==> src/rtl/lcd_init_if.sv <==
// HD44780 init bus: command strobes, data bus and done/reinit handshake.
// master = init sequencer, slave = LCD side / downstream message writer.
interface lcd_init_if;
  logic       reinit;
  logic       lcd_rs;
  logic       lcd_rw;
  logic       lcd_en;
  logic [7:0] lcd_data;
  logic       init_done;

  modport master (
    input  reinit,
    output lcd_rs,
    output lcd_rw,
    output lcd_en,
    output lcd_data,
    output init_done
  );

  modport slave (
    output reinit,
    input  lcd_rs,
    input  lcd_rw,
    input  lcd_en,
    input  lcd_data,
    input  init_done
  );
endinterface

==> src/rtl/lcd_init_fsm.sv <==
// HD44780 8-bit power-on init sequencer: fixed 7-command ROM,
// timed enable pulses and per-command waits, then hands bus downstream.
module lcd_init_fsm #(
  parameter int POWERUP_CYCLES    = 2000000,
  parameter int EN_PULSE_CYCLES   = 20,
  parameter int CMD_WAIT_CYCLES   = 2500,
  parameter int LONG_WAIT_CYCLES  = 205000,
  parameter int CLEAR_WAIT_CYCLES = 100000
) (
  input logic         clk,
  input logic         rst_n,
  lcd_init_if.master  bus
);

  localparam int MA = (POWERUP_CYCLES > LONG_WAIT_CYCLES) ?
                      POWERUP_CYCLES : LONG_WAIT_CYCLES;
  localparam int MB = (CLEAR_WAIT_CYCLES > CMD_WAIT_CYCLES) ?
                      CLEAR_WAIT_CYCLES : CMD_WAIT_CYCLES;
  localparam int MC = (MA > MB) ? MA : MB;
  localparam int MX = (MC > EN_PULSE_CYCLES) ? MC : EN_PULSE_CYCLES;
  localparam int CR = $clog2(MX + 1);
  localparam int CW = (CR < 18) ? 18 : CR;

  localparam logic [CW-1:0] PU_LIM  = CW'(POWERUP_CYCLES - 1);
  localparam logic [CW-1:0] EN_LIM  = CW'(EN_PULSE_CYCLES - 1);
  localparam logic [CW-1:0] CMD_LIM = CW'(CMD_WAIT_CYCLES - 1);
  localparam logic [CW-1:0] LNG_LIM = CW'(LONG_WAIT_CYCLES - 1);
  localparam logic [CW-1:0] CLR_LIM = CW'(CLEAR_WAIT_CYCLES - 1);

  typedef enum logic [2:0] {
    S_POWERUP,
    S_SETUP,
    S_PULSE,
    S_WAIT,
    S_DONE
  } state_e;

  state_e        state_q, state_d;
  logic [2:0]    idx_q, idx_d;
  logic [CW-1:0] cnt_q, cnt_d;
  logic [CW-1:0] wait_lim;
  logic          rs_q, rs_d;
  logic          en_q, en_d;
  logic [7:0]    data_q, data_d;
  logic          done_q, done_d;
  logic [7:0]    rom_cmd;

  // State, index, counter and registered bus outputs
  always_ff @(posedge clk or negedge rst_n) begin
    if (!rst_n) begin
      state_q <= S_POWERUP;
      idx_q   <= 3'd0;
      cnt_q   <= '0;
      rs_q    <= 1'b0;
      en_q    <= 1'b0;
      data_q  <= 8'h00;
      done_q  <= 1'b0;
    end else begin
      state_q <= state_d;
      idx_q   <= idx_d;
      cnt_q   <= cnt_d;
      rs_q    <= rs_d;
      en_q    <= en_d;
      data_q  <= data_d;
      done_q  <= done_d;
    end
  end

  // Post-command wait: long after first 0x30, longer after clear
  always_comb begin
    wait_lim = CMD_LIM;
    if (idx_q == 3'd0) wait_lim = LNG_LIM;
    if (idx_q == 3'd5) wait_lim = CLR_LIM;
  end

  // Next state: every timed state counts 0..limit then moves on
  always_comb begin
    state_d = state_q;
    idx_d   = idx_q;
    cnt_d   = cnt_q + 1'b1;
    unique case (state_q)
      S_POWERUP: begin
        if (cnt_q == PU_LIM) begin
          state_d = S_SETUP;
          idx_d   = 3'd0;
          cnt_d   = '0;
        end
      end
      S_SETUP: begin
        state_d = S_PULSE;
        cnt_d   = '0;
      end
      S_PULSE: begin
        if (cnt_q == EN_LIM) begin
          state_d = S_WAIT;
          cnt_d   = '0;
        end
      end
      S_WAIT: begin
        if (cnt_q == wait_lim) begin
          cnt_d = '0;
          if (idx_q == 3'd6) begin
            state_d = S_DONE;
          end else begin
            state_d = S_SETUP;
            idx_d   = idx_q + 3'd1;
          end
        end
      end
      S_DONE: begin
        cnt_d = '0;
        if (bus.reinit) state_d = S_POWERUP;
      end
      default: begin
        state_d = S_POWERUP;
        idx_d   = 3'd0;
        cnt_d   = '0;
      end
    endcase
  end

  // Command ROM, looked up with the index being entered
  always_comb begin
    rom_cmd = 8'h00;
    unique case (idx_d)
      3'd0:    rom_cmd = 8'h30;
      3'd1:    rom_cmd = 8'h30;
      3'd2:    rom_cmd = 8'h30;
      3'd3:    rom_cmd = 8'h38;
      3'd4:    rom_cmd = 8'h0C;
      3'd5:    rom_cmd = 8'h01;
      3'd6:    rom_cmd = 8'h06;
      default: rom_cmd = 8'h00;
    endcase
  end

  // Outputs follow the state being entered; data/rs latch only in setup
  always_comb begin
    rs_d   = rs_q;
    data_d = data_q;
    en_d   = (state_d == S_PULSE);
    done_d = (state_d == S_DONE);
    if (state_d == S_SETUP) begin
      rs_d   = 1'b0;
      data_d = rom_cmd;
    end
  end

  assign bus.lcd_rs    = rs_q;
  assign bus.lcd_rw    = 1'b0;
  assign bus.lcd_en    = en_q;
  assign bus.lcd_data  = data_q;
  assign bus.init_done = done_q;

endmodule

==> src/flat_wrapper.sv <==
// flat-port wrapper written by rule: the top's interface ports become plain ports
module lcd_init_fsm_flat 
#(
  parameter int POWERUP_CYCLES    = 2000000,
  parameter int EN_PULSE_CYCLES   = 20,
  parameter int CMD_WAIT_CYCLES   = 2500,
  parameter int LONG_WAIT_CYCLES  = 205000,
  parameter int CLEAR_WAIT_CYCLES = 100000
)
  (clk, rst_n, bus_reinit, bus_lcd_rs, bus_lcd_rw, bus_lcd_en, bus_lcd_data, bus_init_done);
  lcd_init_if bus_i ();
  input logic clk;
  input logic rst_n;
  input wire logic [$bits(bus_i.reinit)-1:0] bus_reinit;
  output wire logic [$bits(bus_i.lcd_rs)-1:0] bus_lcd_rs;
  output wire logic [$bits(bus_i.lcd_rw)-1:0] bus_lcd_rw;
  output wire logic [$bits(bus_i.lcd_en)-1:0] bus_lcd_en;
  output wire logic [$bits(bus_i.lcd_data)-1:0] bus_lcd_data;
  output wire logic [$bits(bus_i.init_done)-1:0] bus_init_done;
  assign bus_i.reinit = bus_reinit;
  assign bus_lcd_rs = bus_i.lcd_rs;
  assign bus_lcd_rw = bus_i.lcd_rw;
  assign bus_lcd_en = bus_i.lcd_en;
  assign bus_lcd_data = bus_i.lcd_data;
  assign bus_init_done = bus_i.init_done;
  lcd_init_fsm #(.POWERUP_CYCLES(POWERUP_CYCLES), .EN_PULSE_CYCLES(EN_PULSE_CYCLES), .CMD_WAIT_CYCLES(CMD_WAIT_CYCLES), .LONG_WAIT_CYCLES(LONG_WAIT_CYCLES), .CLEAR_WAIT_CYCLES(CLEAR_WAIT_CYCLES)) u_core (.clk(clk), .rst_n(rst_n), .bus(bus_i));
endmodule
==> config.mk <==
export PLATFORM = sky130hd
export DESIGN_NAME = lcd_init_fsm_flat
export DESIGN_NICKNAME = d
export VERILOG_FILES = /design/src/rtl/lcd_init_if.sv /design/src/rtl/lcd_init_fsm.sv /design/src/flat_wrapper.sv
export SDC_FILE = /design/constraint.sdc
export NUM_CORES = 1
export LEC_CHECK = 0
export BUFFER_PORTS_ARGS = -buffer_cell sky130_fd_sc_hd__clkbuf_2
export CORE_UTILIZATION = 40
export CTS_BUF_LIST = sky130_fd_sc_hd__clkbuf_2
export CTS_CLUSTER_DIAMETER = 50
export DETAILED_ROUTE_END_ITERATION = 16
export HOLD_SLACK_MARGIN = 0.06
export PLACE_DENSITY_LB_ADDON = 0.15
export REMOVE_ABC_BUFFERS = 1
export SLEW_MARGIN = 10
export SYNTH_ARGS = -nofsm -noshare
export SYNTH_HDL_FRONTEND = slang
export SYNTH_SLANG_ARGS = --single-unit
==> constraint.sdc <==
create_clock -name clk -period 3.8 [get_ports clk]
set_clock_uncertainty 0.15 [all_clocks]
set_input_delay 0.19 -clock clk [delete_from_list [all_inputs] [get_ports clk]]
set_output_delay 0.19 -clock clk [all_outputs]
set_load 0.1 [all_outputs]
Word-level counts from Yosys, hierarchy flattened
Index checks and enable logic that the tools add are counted.

Flip-flop bits (word level): 37. Logic and storage cells: 48.

Add/subtract/negate cells: 2. Equality and inequality tests: 18. Muxes and demuxes: 17. Reduce and logical (&&, ||, !) cells: 5.

Operators by type and width (number): 2-to-1 mux 21 bit (3); one-hot mux 21 bit (3 select lines) (1); 2-to-1 mux 18 bit (2); one-hot mux 6 bit (5 select lines) (1); 2-to-1 mux 3 bit (8); adder 21 x 1 -> 21 bit, second input constant (1); equality test 21 x 18 -> 1 bit (1); equality test 21 bit, second input constant (1); equality test 21 x 5 -> 1 bit, second input constant (1); equality test 3 bit, second input constant (7); equality test 3 x 2 -> 1 bit, second input constant (5); one-hot mux 3 bit (5 select lines) (1); equality test 3 x 1 -> 1 bit, second input constant (3); zero test 3 bit (3); one-hot mux 3 bit (3 select lines) (1); OR reduction 3 bit (2); adder 3 x 1 -> 3 bit, second input constant (1).

Logic depth before layout (Yosys ltp)
Word-level depth: 9. Depth in mapped cells: 11. Mapped depth without buffers: 9.

Worst setup path after synthesis
Ideal clock, no wire load.

Path type: register to register. From: register u_core.idx_q[0]. To: register u_core.data_q[3], in the netlist u_core.bus.lcd_data[3]. Setup time: 82 ps. Data arrival time: 2496 ps. Setup slack: 1072 ps. Cell stages (with the launch flop): 11. Period minus slack after synthesis: 2728 ps. Cell sequence: dfrtp_1 inv_1 ha_1 or4b_1 o22ai_1 or2_0 clkbuf_1 a31oi_1 a211o_1 or3_1 a31oi_1.

Longest elaborated chain between the ends: 9.

Ends and longest elaborated chain: start: declaration (line lcd_init_fsm.sv:39) `logic [2:0] idx_q, idx_d;`; start signal: assignment (line lcd_init_fsm.sv:60) `idx_q <= idx_d;`; zero test 3 bit (line lcd_init_fsm.sv:72) `if (idx_q == 3'd0) wait_lim = LNG_LIM;`; 2-to-1 mux 18 bit (line lcd_init_fsm.sv:72); 2-to-1 mux 18 bit (line lcd_init_fsm.sv:73) `if (idx_q == 3'd5) wait_lim = CLR_LIM;`; equality test 21 x 18 -> 1 bit (line lcd_init_fsm.sv:100) `if (cnt_q == wait_lim) begin`; 2-to-1 mux 3 bit (line lcd_init_fsm.sv:100); one-hot mux 3 bit (3 select lines) (line lcd_init_fsm.sv:81) `unique case (state_q)`; equality test 3 x 1 -> 1 bit, or another cell as far along (line lcd_init_fsm.sv:125) `unique case (idx_d)`; OR reduction 3 bit (no source line); one-hot mux 6 bit (5 select lines) (line lcd_init_fsm.sv:125); end signal: assignment (line lcd_init_fsm.sv:64) `data_q <= data_d;`; end: declaration (line lcd_init_fsm.sv:44) `logic [7:0] data_q, data_d;`.

Several ways; a longest one is shown, not always the timed one. A chain may end at the register's enable or synchronous reset.

Worst setup path after layout
From: register u_core.idx_q[0]. To: register u_core.cnt_q[4].

Longest elaborated chain between the ends: 6.

Ends and longest elaborated chain: zero test 3 bit (line lcd_init_fsm.sv:72); 2-to-1 mux 18 bit (line lcd_init_fsm.sv:72); 2-to-1 mux 18 bit (*) (line lcd_init_fsm.sv:73); equality test 21 x 18 -> 1 bit (*) (line lcd_init_fsm.sv:100); 2-to-1 mux 21 bit (*) (line lcd_init_fsm.sv:100); one-hot mux 21 bit (3 select lines) (*) (line lcd_init_fsm.sv:81); named net u_core.cnt_d[4] (line lcd_init_fsm.sv:40) `logic [CW-1:0] cnt_q, cnt_d;`; end signal: assignment (line lcd_init_fsm.sv:61) `cnt_q <= cnt_d;`; end: declaration (line lcd_init_fsm.sv:40).

Mark *: on every way through the listed nets, which the timed path passes. The rest lies on a longest branch.

==> metrics.md <==
| Metric | Value |
|---|---|
| Crit path DAT | 3210 ps |
| Proportion of synthesized chip area in sequential cells | 41.6% |
| Residual overflow from global routing | 0 |
| Std cell rows | 25 |
| Area added between synthesis and finish | 5.32% |
| Pins Over Slew Limit | 0 |
| Detail-routed via count per cell | 5.32 |
| Sort of element at the start of the critical path | flop |
| Number of distinct library cells after synthesis | 51 |
| Post-route antenna net violation count | 0 |
| DR WL/cell | 13.9 um |
| Via count of the first global-routing pass | 1404 |
| Proportion of netlist area held by the largest area contributor | 41.6% |
| Upper clock frequency limit | 324 MHz |
| Die area | 0.00540 mm^2 |
| First-pass GRT wire length | 7040 um |
| Worst path required time | 3920 ps |
| Number of enable-type register cells in the synthesized netlist | 0 |
| Biggest area consumer among synthesized cells | dfrtp_1 |
| Antenna violations before repair | 0 |
| Die Y | 73.5 um |
| Placer's final routability congestion estimate | 0.880 |
| Clock latency at the later pin of the worst-skew pair | 380 ps |
| Worst-Margin Slew | 860 ps |
| Max cap viols | 0 |
| CTS Sinks | 34 |
| Worst-case clock buffer depth | 2 |
| Number of remaining DRC errors | 0 |
| Diodes inserted | 0 |
| Aggregate routed wire length | 4170 um |
| Standard cell core area | 0.00482 mm^2 |
| Register clock-pin slew on the reported worst setup and hold paths | 180 ps |
| Overall fraction of global-route tracks in use | 17.5% |
| Clock tree from TritonCTS | yes |
| Total negative slack | 0 ps |
| Fraction of final layout cells with drive strength greater than 1 | 9.91% |
| Area of the multi-input gates | 0.00109 mm^2 |
| Overall die width | 73.5 um |
| Type of element capturing the critical path | flop |
| Max transition margin | 42.7% |
| Inserted Clock Buffers | 5 |
| Final critical delay including setup and external delays | 3090 ps |
| Leak pwr | 0.979 nW |
| Number of detailed-routing iterations run before antenna repair | 4 |
| Tcrit/Tclk final | 81.3% |
| Fill cell instance count of the final layout | 509 |
| Library cell with the highest instance count after synthesis | dfrtp_1 |
| Initial standard-cell utilization of the core | 42.5% |
| Post-Place Cells | 290 |
| Final HPWL DP | 2900 um |
| Area of the mapped netlist | 0.00205 mm^2 |
| Cell types with the largest area share after synthesis | dfrtp_1 (42%), nor2_1 (5.7%), xor2_1 (5.1%), nand2_1 (4.4%), ha_1 (3.1%) |
| Maximum vdd drop | 0.000215 V |
| Post-synthesis cell count | 227 |
| Number of setup buffers added after CTS | 0 |
| Run status | finished clean |
| Final Hold Violating Endpoints | 0 |
| IO Port Bufs | 10 |
| Filler-free cell count of the finished design | 299 |
| Nets | 240 |
| Largest net degree at the start of global routing | 35 |
| Mapped Avg Cell Area | 9.01 um^2 |
| Detailed router's first-iteration violation count | 145 |
| Pwr per Cell Area | 353 mW/mm^2 |
| Cts-stage hold buffer count | 2 |
| Number of register bits inferred by synthesis | 34 |
| Post-CTS sizing | 0 |
| Number of ports placed on the die boundary | 15 |
| Largest fanout on the critical path | 20 |
| Prevailing post-synth register cell | dfrtp_1 |
| YS warnings | 0 |
| Crit path kind | flop to flop |
| Via count of the routed design | 1590 |
| Unrepaired setup endpoints after global routing | no |
| Number of H-tree levels | 2 |
| Path category of the worst min-delay check | input pin to asynchronous set/reset pin |
| Clock tree root driver cell | clkbuf_2 |
| Setup-failing EPs final | 0 |
| Most instantiated cells after synthesis | dfrtp_1 (34), nor2_1 (31), nand2_1 (24) |
| Register area | 851 um^2 |
| Fraction of registers with async set/reset | 100% |
[layer usage]
metal / GRT usage (%) / up-vias / routed length (um)
li1: - / 784 / -
met1: 25.4 / 760 / 2080
met2: 25.3 / 39 / 1830
met3: 4.12 / 7 / 201
met4: 5.77 / 0 / 59
met5: 0 / - / 0
[where the power goes]
group	leakage (nW)	switching [W]	internal, W
registers	0.461	0.0000645	0.000397
clock network	0.0291	0.000121	0.0000479
logic	0.489	0.0000714	0.0000580
[final cells by class]
cell class / count / area share [%]
Multi-Input combinational cell: 173 / 50.7
Clock buffer: 7 / 1.63
Inverter: 6 / 1.05
Tap cell: 67 / 3.89
Sequential cell: 34 / 39.5
Timing Repair Buffer: 12 / 3.25
[cells by family after synthesis]
family / count (synthesis) / synth area share (%)
compound gates: 28 / 9.97
xor+xnor: 18 / 7.71
fa+ha+maj: 6 / 3.55
buf+inv: 23 / 5.57
flops: 34 / 41.6
mux: 3 / 1.59
other cells: 1 / 0.183
simple gates: 114 / 29.8
[registers in the layout, summed over array words and instances, names as in the netlist]
| register | count |
|---|---|
| u_core.idx_q | 3 |
| u_core.state_q | 3 |
| u_core.cnt_q | 21 |
| u_core.bus.lcd_data | 5 |
| u_core.bus.lcd_en | 1 |
| u_core.bus.init_done | 1 |
[path summary, 6_finish.rpt]
path | to | start | slack (ps) | cells past startpoint
setup / recovery | u_core.cnt_q[4] | u_core.idx_q[0] | 710 | 9
hold / removal | u_core.cnt_q[5] | rst_n | 280 | 2
setup reg to reg | u_core.cnt_q[4] | u_core.idx_q[0] | 710 | 9
max in group asynchronous | u_core.bus.lcd_data[3] | rst_n | 2680 | 2
hold reg to reg | u_core.cnt_q[0] | u_core.cnt_q[0] | 350 | 1
min in group clk | u_core.cnt_q[0] | u_core.cnt_q[0] | 350 | 1
[placed cells by master, fill, tap and decap left out, drive strengths merged, types with 4 or more instances in the layout]
master   n
a21oi    6
nor3     4
xor2    12
and2     4
o21ai    5
nand3   10
nand2   25
inv      6
nor2    31
dfrtp   34
conb     4
nand4    6
xnor2    6
and3     7
ha       5
clkbuf  17
[through the flow]
stage	hold WS, ps	area, um^2	worst slack, ps	util (%)	power (W)
finish	279	2150	712	44.7	0.000760
global placement	195	2100	801	43.6	0.000595
detailed placement	198	2100	723	43.6	0.000597
floorplan	-256	1970	1070	-	0.000556
CTS	296	2150	685	44.7	0.000769
global route	347	2150	460	44.7	0.000813
[critical path: stages, from the launching register on]
cell	delay (ps)
dfrtp_1	470
inv_1	110
ha_1	260
or4b_1	470
o22ai_1	240
or2_0	330
nand2_1	170
nand2_1	100
a21o_1	540
nor2_1	130
Power figures use the tool's default switching activity.
